## src/rtl/detect_word_pkg.sv

```systemverilog
// detect_word_pkg: shared encodings and helpers for the detect-word arbiter.
package detect_word_pkg;
  typedef enum logic [1:0] {S0 = 2'b00, S1 = 2'b01, S2 = 2'b10, S3 = 2'b11} det_state_t;
  typedef enum logic [1:0] {IDLE = 2'b00, SHIFT = 2'b01, REPORT = 2'b10} ctrl_state_t;
  function automatic int clog2(input int v);
    int r;
    for (r = 0; (1 << r) < v; r++) ;
    return r;
  endfunction
endpackage

```

## src/rtl/zero_run_detector.sv

```systemverilog
// zero_run_detector: Mealy detector pulsing y on a zero that follows one or more ones.
module zero_run_detector
  import detect_word_pkg::*;
(
  input  logic       clock,
  input  logic       reset,
  input  logic       clr,
  input  logic       en,
  input  logic       x,
  output logic       y,
  output det_state_t state
);
  det_state_t nxt;
  always_comb begin
    nxt = !x ? S0 : state == S0 ? S1 : state == S1 ? S3 : S2;
    y = !x && state != S0;
  end
  always_ff @(posedge clock) begin
    state <= (!reset || clr) ? S0 : en ? nxt : state;
  end
endmodule

```

## src/rtl/detect_word_arbiter.sv

```systemverilog
// detect_word_arbiter: two requesters share one serial zero-after-ones detector; reports pulse count per word.
// Define DWA_FIXED_PRIO_EN for fixed requester-0 priority instead of round-robin.
module detect_word_arbiter
  import detect_word_pkg::*;
#(
  parameter  int WIDTH = 8,
  localparam int CNT_W = clog2(WIDTH + 1)
) (
  input  logic             clock,
  input  logic             reset,
  input  logic             req0_valid,
  input  logic [WIDTH-1:0] req0_data,
  output logic             req0_ready,
  input  logic             req1_valid,
  input  logic [WIDTH-1:0] req1_data,
  output logic             req1_ready,
  output logic             busy,
  output logic             res_valid,
  output logic             res_id,
  output logic [CNT_W-1:0] res_count,
  output logic [1:0]       det_state
);
  ctrl_state_t      state, nxt_state;
  det_state_t       det;
  logic [WIDTH-1:0] word;
  logic [CNT_W-1:0] bit_cnt, count;
  logic             owner, gnt1, idle, accept, last_bit, y;
`ifndef DWA_FIXED_PRIO_EN
  logic             ptr;
  always_ff @(posedge clock) begin
    if (!reset) ptr <= 1'b0;
    else if (state == REPORT) ptr <= ~res_id;
  end
`endif
  always_comb begin
    idle = state == IDLE;
`ifdef DWA_FIXED_PRIO_EN
    gnt1 = req1_valid && !req0_valid;
`else
    gnt1 = req1_valid && (!req0_valid || ptr);
`endif
    req1_ready = reset && idle && gnt1;
    req0_ready = reset && idle && req0_valid && !gnt1;
    accept = req0_ready || req1_ready;
    last_bit = bit_cnt == '0;
    nxt_state = idle ? (accept ? SHIFT : IDLE) : state == SHIFT ? (last_bit ? REPORT : SHIFT) : IDLE;
    busy = !idle;
    res_valid = state == REPORT;
    det_state = det;
  end
  // Result registers load on the last shift so they appear with the REPORT strobe and hold afterwards.
  always_ff @(posedge clock) begin
    if (!reset) begin
      state <= IDLE;
      word <= '0;
      bit_cnt <= '0;
      count <= '0;
      owner <= 1'b0;
      res_id <= 1'b0;
      res_count <= '0;
    end else begin
      state <= nxt_state;
      if (accept) begin
        word <= req1_ready ? req1_data : req0_data;
        bit_cnt <= CNT_W'(WIDTH - 1);
        count <= '0;
        owner <= req1_ready;
      end else if (state == SHIFT) begin
        word <= {word[WIDTH-2:0], 1'b0};
        bit_cnt <= bit_cnt - 1'b1;
        count <= count + CNT_W'(y);
        if (last_bit) begin
          res_id <= owner;
          res_count <= count + CNT_W'(y);
        end
      end
    end
  end
  zero_run_detector u_det (
    .clock(clock),
    .reset(reset),
    .clr  (accept),
    .en   (state == SHIFT),
    .x    (word[WIDTH-1]),
    .y    (y),
    .state(det)
  );
endmodule

```

## config.mk

```make
export PLATFORM = sky130hd
export DESIGN_NAME = detect_word_arbiter
export DESIGN_NICKNAME = d
export VERILOG_FILES = /design/src/rtl/detect_word_pkg.sv /design/src/rtl/zero_run_detector.sv /design/src/rtl/detect_word_arbiter.sv
export SDC_FILE = /design/constraint.sdc
export NUM_CORES = 1
export LEC_CHECK = 0
export ABC_AREA = 1
export BUFFER_PORTS_ARGS = -buffer_cell sky130_fd_sc_hd__buf_2
export CORE_ASPECT_RATIO = 1.75
export CORE_MARGIN = 5
export CORE_UTILIZATION = 57
export CTS_CLUSTER_SIZE = 10
export DETAILED_ROUTE_END_ITERATION = 8
export GPL_ROUTABILITY_DRIVEN = 0
export PLACE_DENSITY = 0.86
export SLEW_MARGIN = 10
export SYNTH_ARGS = -nofsm -noshare
export SYNTH_HDL_FRONTEND = slang
export SYNTH_HIERARCHICAL = 1
export SYNTH_SLANG_ARGS = --single-unit
```

## constraint.sdc

```tcl
create_clock -name clock -period 2.3 [get_ports clock]
set_input_delay 0 -clock clock [delete_from_list [all_inputs] [get_ports clock]]
set_output_delay 0 -clock clock [all_outputs]
set_load 0.01 [all_outputs]
```

# Word level (Yosys, flattened, before mapping)
# Cells that the tools add are included.
dict set report op_classes {
  multipliers 0
  n_shift 0
  div_mod_pow 0
  reduce_logical 21
  eq_ne 3
  n_mux 12
  n_lt_le_gt_ge 0
  n_addsub 2
  bitwise_logic 3
}
# operator n
set op_table {}
lappend op_table {{2-to-1 mux 8 bit} 3}
lappend op_table {{2-to-1 mux 2 bit} 5}
lappend op_table {{logical AND 1 bit} 6}
lappend op_table {{2-to-1 mux 3 bit} 2}
lappend op_table {{zero test 1 bit} 5}
lappend op_table {{adder 4 x 1 -> 4 bit} 1}
lappend op_table {{equality test 2 x 1 -> 1 bit, second input constant} 2}
lappend op_table {{zero test 2 bit} 2}
lappend op_table {{zero test 4 bit} 1}
lappend op_table {{nonzero test 2 bit} 2}
lappend op_table {{subtractor 4 x 1 -> 4 bit, second input constant} 1}
lappend op_table {{logical OR 1 bit} 3}
lappend op_table {{NOT 1 bit} 3}
lappend op_table {{AND reduction 3 bit} 1}
lappend op_table {{equality test 2 bit, second input constant} 1}
lappend op_table {{2-to-1 mux 1 bit} 2}
lappend op_table {{OR reduction 2 bit} 1}
dict set report totals {
  mem_count 0
  wordCells 51
  latchBits 0
  ram_bits 0
  ff_bits 27
  rom_bits 0
}

# Logic depth before layout (Yosys ltp)
# Gate-level depths: netlist of run 1.
dict set report logic_depth {
  ltp_word 8
  depth_mapped 9
  mapped_depth_nobuf 9
}

# Hierarchy
# The synthesis of run 1 kept the hierarchy.
# mod seq_area_each_um2 area_per_inst_um2 cells_each n_inst
set modules_own_cells {}
lappend modules_own_cells {detect_word_arbiter 500.5 1270.0 174 1}
lappend modules_own_cells {zero_run_detector 40.0 110.1 19 1}

# Worst setup path after synthesis of run 1
# No wires, ideal clock.
dict set report synth_timing {
  path_type {flip-flop to flip-flop}
  start {reg u_det.state[0]}
  end {reg count[3]}
  t_required_ns 2.230
  arrival_ns 1.345
  path_slack_ns 0.885
  setup_ns 0.070
  synth_period_minus_slack_ns 1.415
  path_stages_with_launch 8
  cell_sequence {dfxtp_1 -> inv_1 -> a21oi_1 -> ha_1 -> nand3_1 -> xor2_1 -> or2_2 -> a21oi_1}
}
dict set report synth_between {
  elab_chain_len 3
}
# element line_no
set synth_lines {}
lappend synth_lines {{start: declaration} zero_run_detector.sv:11} ;# output det_state_t state
lappend synth_lines {{start signal: assignment} zero_run_detector.sv:19} ;# state <= (!reset || clr) ? S0 : en ? nxt : state;
lappend synth_lines {{nonzero test 2 bit} zero_run_detector.sv:16} ;# y = !x && state != S0;
lappend synth_lines {{logical AND 1 bit} zero_run_detector.sv:16}
lappend synth_lines {{net y} detect_word_arbiter.sv:27} ;# logic owner, gnt1, idle, accept, last_bit, y;
lappend synth_lines {{adder 4 x 1 -> 4 bit} detect_word_arbiter.sv:71} ;# count <= count + CNT_W'(y);
lappend synth_lines {{end signal: assignment} detect_word_arbiter.sv:71}
lappend synth_lines {{end: declaration} detect_word_arbiter.sv:26} ;# logic [CNT_W-1:0] bit_cnt, count;
# The timed path passes the listed nets, and every way through them passes these cells.
# A chain may end at the register's enable or synchronous reset.

# Worst setup path in the final report of run 1
dict set report layout_timing {
  start {reg bit_cnt[0]}
  end {reg res_count[3]}
}
dict set report layout_between {
  elab_chain_len 2
}
# element line_no
set layout_lines {}
lappend layout_lines {{start: declaration} detect_word_arbiter.sv:26}
lappend layout_lines {{start signal: assignment} detect_word_arbiter.sv:65} ;# bit_cnt <= CNT_W'(WIDTH - 1);
lappend layout_lines {{start signal: assignment} detect_word_arbiter.sv:70} ;# bit_cnt <= bit_cnt - 1'b1;
lappend layout_lines {{zero test 4 bit} detect_word_arbiter.sv:45} ;# last_bit = bit_cnt == '0;
lappend layout_lines {{AND reduction 3 bit (no source line)} --}
lappend layout_lines {{end signal: assignment} detect_word_arbiter.sv:74} ;# res_count <= count + CNT_W'(y);
lappend layout_lines {{end: declaration} detect_word_arbiter.sv:20} ;# output logic [CNT_W-1:0] res_count,
# Every way passes these cells.

==> results of run 1 <==
## synthesized netlist by cell type (all sizes together)
library cell / count / area share, %
o21ai: 9 / 3.8
or2: 2 / 0.91
xor2: 3 / 1.9
buf: 6 / 3.4
nand2: 46 / 13
nand3: 15 / 5.8
o31ai: 1 / 0.54
a31oi: 1 / 0.45
a21boi: 1 / 1.4
inv: 21 / 5.9
nor4: 1 / 0.45
a21oi: 20 / 7.5
clkbuf: 1 / 0.27
nor2: 29 / 9.4
dfxtp: 27 / 39
ha: 3 / 2.7
nand4: 7 / 3.2
## through the flow
stage	instance area, um2	worst slack [ns]
2_1_floorplan	1380	0.885
3_3_place_gp	1520	0.805
3_5_place_dp	1520	0.788
4_1_cts	1570	0.750
5_1_grt	1570	0.591
6_report	1570	0.766
## power groups by stage
stage	Combinational [mW]	Clock, mW	Sequential [mW]
after global placement	0.175	0	0.518
after detailed placement	0.179	0	0.518
final	0.180	0.269	0.508
after global routing	0.205	0.287	0.512
after CTS	0.181	0.271	0.507
after floorplan	0.139	0	0.515
## registers in the layout, indices dropped and copies added (netlist names)
signal       count
word             8
bit_cnt          4
count            4
res_count        4
state            2
u_det/state      2
owner            1
ptr              1
res_id           1
## logic make-up after synthesis
| logic type | after synthesis | share of synthesized area (%) |
|---|---|---|
| flip-flops | 27 | 39.2 |
| XOR/XNOR | 3 | 1.90 |
| AO/OA/AOI/OAI | 32 | 13.7 |
| buffers and inverters | 28 | 9.52 |
| AND/OR/NAND/NOR | 100 | 33.0 |
| adder cells (fa/ha/maj) | 3 | 2.72 |
## critical path, delay by kind of cell, from the launching register on
family	cells	cell delay [ns]
AO/OA/AOI/OAI	1	0.19
buffers and inverters	2	0.11
flip-flops	1	0.33
adder cells (fa/ha/maj)	1	0.14
AND/OR/NAND/NOR	4	0.66
## worst paths after layout
| path | slack, ns | depth (start not counted) | to | startpoint |
|---|---|---|---|---|
| setup / recovery | 0.77 | 8 | res_count[3]$_SDFFE_PN0P_ | bit_cnt[0]$_SDFFE_PN0P_ |
| hold / removal | 0.03 | 3 | word[0]$_SDFFE_PN0P_ | req1_data[0] |
| setup reg to reg | 0.77 | 8 | res_count[3]$_SDFFE_PN0P_ | bit_cnt[0]$_SDFFE_PN0P_ |
| hold reg to reg | 0.46 | 1 | ptr$_SDFFE_PN0P_ | res_id$_SDFFE_PN0P_ |
## cell usage in the layout (no fill, tap or decap), types with 2 or more instances in the layout
master,synthesis,final
o21ai_2,2,2
xor2_1,3,3
buf_2,1,30
nand3_1,14,14
nand2_1,44,44
nand4_1,7,7
inv_1,17,17
nor2_2,2,2
dfxtp_1,27,27
clkbuf_8,0,3
o21ai_0,6,6
inv_2,3,3
ha_1,3,3
nor2_1,26,26
a21oi_1,19,19
## per-layer routing
| layer | GRT usage (%) | share of wire [%] | vias up |
|---|---|---|---|
| li1 | - | - | 679 |
| met1 | 20.4 | 39 | 576 |
| met2 | 34.3 | 53 | 39 |
| met3 | 2.15 | 4.1 | 11 |
| met4 | 12.6 | 3.7 | 0 |
| met5 | 0 | 0 | - |
## final cells by class
type / count / area (um2)
Multi-Input combinational cell: 138 / 708
Clock buffer: 3 / 41.3
Clock inverter: 1 / 5.00
Inverter: 21 / 81.3
Tap cell: 25 / 31.3
Timing Repair Buffer: 31 / 158
Fill cell: 202 / 737
Sequential cell: 27 / 541
==> run summary, run 1 <==
Starting DRT DRC Count: 47
data arrival time of the critical path: 1.71 ns
count of final hold-check violations: 0
sw frac: 29.2%
Setup CP Type: reg2reg
# placed instances: 242
Worst IR Drop VDD: 0.000372 V
crit-path most repeated cell: inv_1
post-route clock period utilization: 66.7%
Core ar.: 2300 um2
fmax: 0.652 GHz
Ys Warns: 6
hold_buf cts: 0
Post-Syn Area per Cell: 7.15 um2
antenna violations before repair: 0
I/O Pins: 31
Global Route Usage Sum: 19.4%
Seq/Total Area, Yosys: 39.2%
Detailed Routing Iterations Pass 1: 4
Area Overhead vs Synth: 13.4%
Mapped Area: 1380 um2
Die Area: 3540 um2
post_cts resized: 0
CTS tree: yes
status: complete, no violations
Final Skew: 0.00405 ns
Rows: 23
Final Core Density: 68.0%
port bufs: 30
Vias/cell: 5.30
drt drc: 0
antenna viol nets, final: 0
H-Tree Depth: 1
crit-path cells: inv_1 > ha_1 > inv_1 > or2_1 > nor2_2 > nand2_1 > a21oi_1 > nor2_1
Slew HR: 67.4%
Slew @ Worst Pin: 0.489 ns
Max Slew Vio Count: 0
total number of vias: 1305
drt total wl: 2930 um
setup_tns: 0 ns
Root Buffer: clkbuf_8
CTS clk-pin slew, worst paths: 0.09 ns
Leak: 0.772 nW
clock buffer count from CTS: 3
hold slack final: 0.0330 ns
Logic pwr share: 18.8%
power density over the cells: 611 nW/um2
Yosys reg bits: 27
WP data required: 2.47 ns
max incr delay on CP: 0.33 ns
vias in the first global route: 1343
P_sw: 0.279 mW
library cells used by synthesis: 30
Synth Instances: 193
Startpoint Class: flip-flop
Max-Cap Viols: 0
first-pass GRT wire length: 5150 um
final setup fails: 0
CP max-delay cell: dfxtp_1
CP endpoint kind: flip-flop
Detailed Place HPWL: 2160 um
gr ovfl total: 0
WL per Instance: 11.9 um
Flop pwr share: 53.1%
worst skew pair latency: 0.27 ns
Max FO, Critical Path: 7
width of the die: 47.2 um
net count of the mapped netlist: 216
Max clock buf depth: 2
total design power: 0.956 mW
# clock sinks: 27
RSZ-0062 raised after global routing: no
Clk pwr share: 28.1%
largest net degree at the start of global routing: 20
Layout Nets: 245
Antenna Cells: 0
starting density of the core: 59.9%
fraction of layout cells with a size suffix above 1: 22.6%
Final Instance Count excl. Fillers: 246
die height: 75.1 um
worst hold-check path type: in2reg
final critical-path required period: 1.53 ns
Pint: 0.677 mW
setup bufs post-CTS: 0
Note: power is estimated with default switching activity, not from simulation.
==> run 2: changes to the inputs <==
ABC_AREA = 0   (was 1)
CORE_UTILIZATION = 52   (was 57)
PLACE_DENSITY = 0.8   (was 0.86)
clock period = 1.5 ns   (was 2.3 ns; I/O delays follow)
==> run 2 against run 1 <==
Global-route usage fell by 2.5 points. Sequential share of layout area decreased by 0.11 points. Worst hold slack got worse by 0.030 ns. Utilization shrank 4.8 points. Critical path type is now in2out. Critical endpoint is now req1_ready. Largest power group unchanged.
==> run summary, run 2 <==
crit-path most repeated cell: buf_2
status: complete, no violations
Slew HR: 72.5% (+5.1 points)
worst hold-check path type: in2reg
antenna violations before repair: 0 (unchanged)
Post-synth EDFFs: 0 (unchanged)
Max-Cap Viols: 0 (unchanged)
Rows: 24 (+4.3%)
gr ovfl total: 0 (unchanged)
total number of vias: 1183 (-9.3%)
Synth area leader: dfxtp_1
fmax: 0.697 GHz
Die Area: 3720 um2 (+5.1%)
commonest non-fill, non-tap cells in the layout: 30 x buf_2, 26 x dfxtp_1, 16 x a21oi_1
Mapped Area: 1340 um2 (-3.2%)
clock buffer count from CTS: 3 (unchanged)
Layout Nets: 200 (-18%)
largest net degree at the start of global routing: 22 (+10%)
Root Buffer: clkbuf_8
Core ar.: 2490 um2 (+8.3%)
Max FO, Critical Path: 11 (+4)
port bufs: 30 (unchanged)
max FFs per register: 8 (unchanged)
pre-CTS WS: 0.0461 ns (-0.742 ns)
final setup fails: 0 (unchanged)
drt total wl: 3140 um (+7.4%)
Antenna Cells: 0 (unchanged)
Leak: 0.661 nW (-14%)
Final Core Density: 63.2% (-4.8 points)
post-route clock period utilization: 95.6%
die height: 77.1 um (+2.6%)
setup bufs post-CTS: 0 (unchanged)
total design power: 1.57 mW (+64%)
Ys Warns: 6 (unchanged)
count of final hold-check violations: 0 (unchanged)
CP max-delay cell: dlygate4sd3_1
count leader, synth: dfxtp_1
Final Skew: 0.00700 ns (+0.00295 ns)
antenna viol nets, final: 0 (unchanged)
Largest Register: word
Slew @ Worst Pin: 0.411 ns (-0.0782 ns)
CTS tree: yes
power density over the cells: 996 nW/um2 (+63%)
net count of the mapped netlist: 167 (-23%)
width of the die: 48.3 um (+2.4%)
fraction of layout cells with a size suffix above 1: 28.4% (+5.8 points)
Worst IR Drop VDD: 0.000607 V (+63%)
crit-path cells: dlygate4sd3_1 > buf_2 > clkinvlp_4 > nor4_2 > buf_2
Detailed Routing Iterations Pass 1: 4 (unchanged)
# placed instances: 195 (-19%)
final critical-path required period: 1.43 ns
H-Tree Depth: 1 (unchanged)
Area Overhead vs Synth: 17.8%
Vias/cell: 5.86 (+10%)
top_reg_cell synth: dfxtp_1
Yosys reg bits: 27 (unchanged)
CP endpoint kind: output port
starting density of the core: 53.6% (-6.3 points)
Setup WS post-layout: 0.0653 ns (-0.700 ns)
worst skew pair latency: 0.28 ns (about the same)
drt drc: 0 (unchanged)
WL per Instance: 15.6 um (+31%)
Global Route Usage Sum: 16.9% (-2.5 points)
Max clock buf depth: 2 (unchanged)
hold slack final: 0.00259 ns (-0.0305 ns)
# clock sinks: 27 (unchanged)
vias in the first global route: 1217 (-9.4%)
Starting DRT DRC Count: 29 (-38%)
I/O Pins: 31 (unchanged)
Synth Instances: 144 (-25%)
Max Slew Vio Count: 0 (unchanged)
Final Instance Count excl. Fillers: 202 (-18%)
CTS clk-pin slew, worst paths: 0.09 ns (about the same)
Post-Syn Area per Cell: 9.28 um2 (+30%)
first-pass GRT wire length: 5150 um (-0.14%)
Detailed Place HPWL: 2350 um (+8.9%)
Post-synth ARST share: 0% (unchanged)
most common cell after layout, fill and taps aside: buf_2
synth cell count leaders: 27 x dfxtp_1, 16 x a21oi_1, 8 x mux2i_1
Setup CP Type: in2out
top cells by area, synth: dfxtp_1 40%, a21oi_1 6.0%, mux2i_1 6.0%, a221oi_1 4.6%, o32ai_1 4.6%
Seq/Total Area, Yosys: 40.4% (+1.3 points)
Yosys top cell area share: 40.4% (+1.3 points)
WP data required: 1.50 ns (-0.97 ns)
Startpoint Class: primary input
data arrival time of the critical path: 1.43 ns (-0.28 ns)
max incr delay on CP: 0.52 ns (+0.19 ns)
library cells used by synthesis: 38 (+27%)
[run 2: cell count changes in the layout (fill, tap and decap cells not counted), sizes merged, moves of 8 or more]
cell	delta
inv	-15
mux2i	+8
nand2	-41
nand3	-11
nor2	-22
[run 2: per-stage QoR]
step / TNS [ns] / instance area [um2]
after global routing: -0.0550 / 1570
final: 0 / 1570
after CTS: 0 / 1550
after floorplan: 0 / 1340
after detailed placement: 0 / 1480
after global placement: 0 / 1480
[run 2: worst max-delay path: cells and delay by family]
| family | cells | cell delay (ns) |
|---|---|---|
| buffers and inverters | 4 | 1.13 |
| AND/OR/NAND/NOR | 1 | 0.30 |
[run 2: final cells by class]
type | count | area (um2)
Timing Repair inverter | 1 | 5.00
Sequential cell | 27 | 542
Clock buffer | 4 | 45.0
Multi-Input combinational cell | 100 | 716
Inverter | 8 | 33.8
Tap cell | 26 | 32.5
Timing Repair Buffer | 36 | 200
Fill cell | 213 | 918
[run 2: per-layer routing]
layer	global-route usage, %	vias to the layer above	wire [um]
met4	9.14	0	98
met1	17.2	534	1110
met2	31.4	42	1780
li1	-	596	-
met3	2.33	11	156
met5	0	-	0
[run 2: power by group]
part	switching (mW)	total (mW)	internal, mW
clock network	0.226	0.417	0.191
registers	0.0439	0.814	0.770
logic	0.182	0.337	0.155
total	0.452	1.57	1.12
[run 2: repair_timing]
action	in CTS	in global routing
gates resized for setup	0	5
endpoints found under the setup margin	0	9
endpoints found under the hold margin	1	0
hold buffers	2	0
[run 2: worst paths after layout]
path / slack [ns] / endpoint / cells past startpoint / from
setup reg to reg: 0.12 / word[5]$_SDFFE_PN0P_ / 4 / state[1]$_SDFF_PP0_
hold reg to reg: 0.48 / res_id$_SDFFE_PN0P_ / 2 / owner$_SDFFE_PN0P_
setup / recovery: 0.07 / req1_ready / 5 / reset
hold / removal: 0.003 / word[0]$_SDFFE_PN0P_ / 3 / req1_data[0]
[run 2: cells by family after synthesis]
group	after synthesis	share of synthesized area [%]
adder cells (fa/ha/maj)	3	2.81
buffers and inverters	17	7.21
flip-flops	27	40.4
AO/OA/AOI/OAI	45	22.9
AND/OR/NAND/NOR	38	16.5
multiplexers	9	6.84
XOR/XNOR	5	3.28
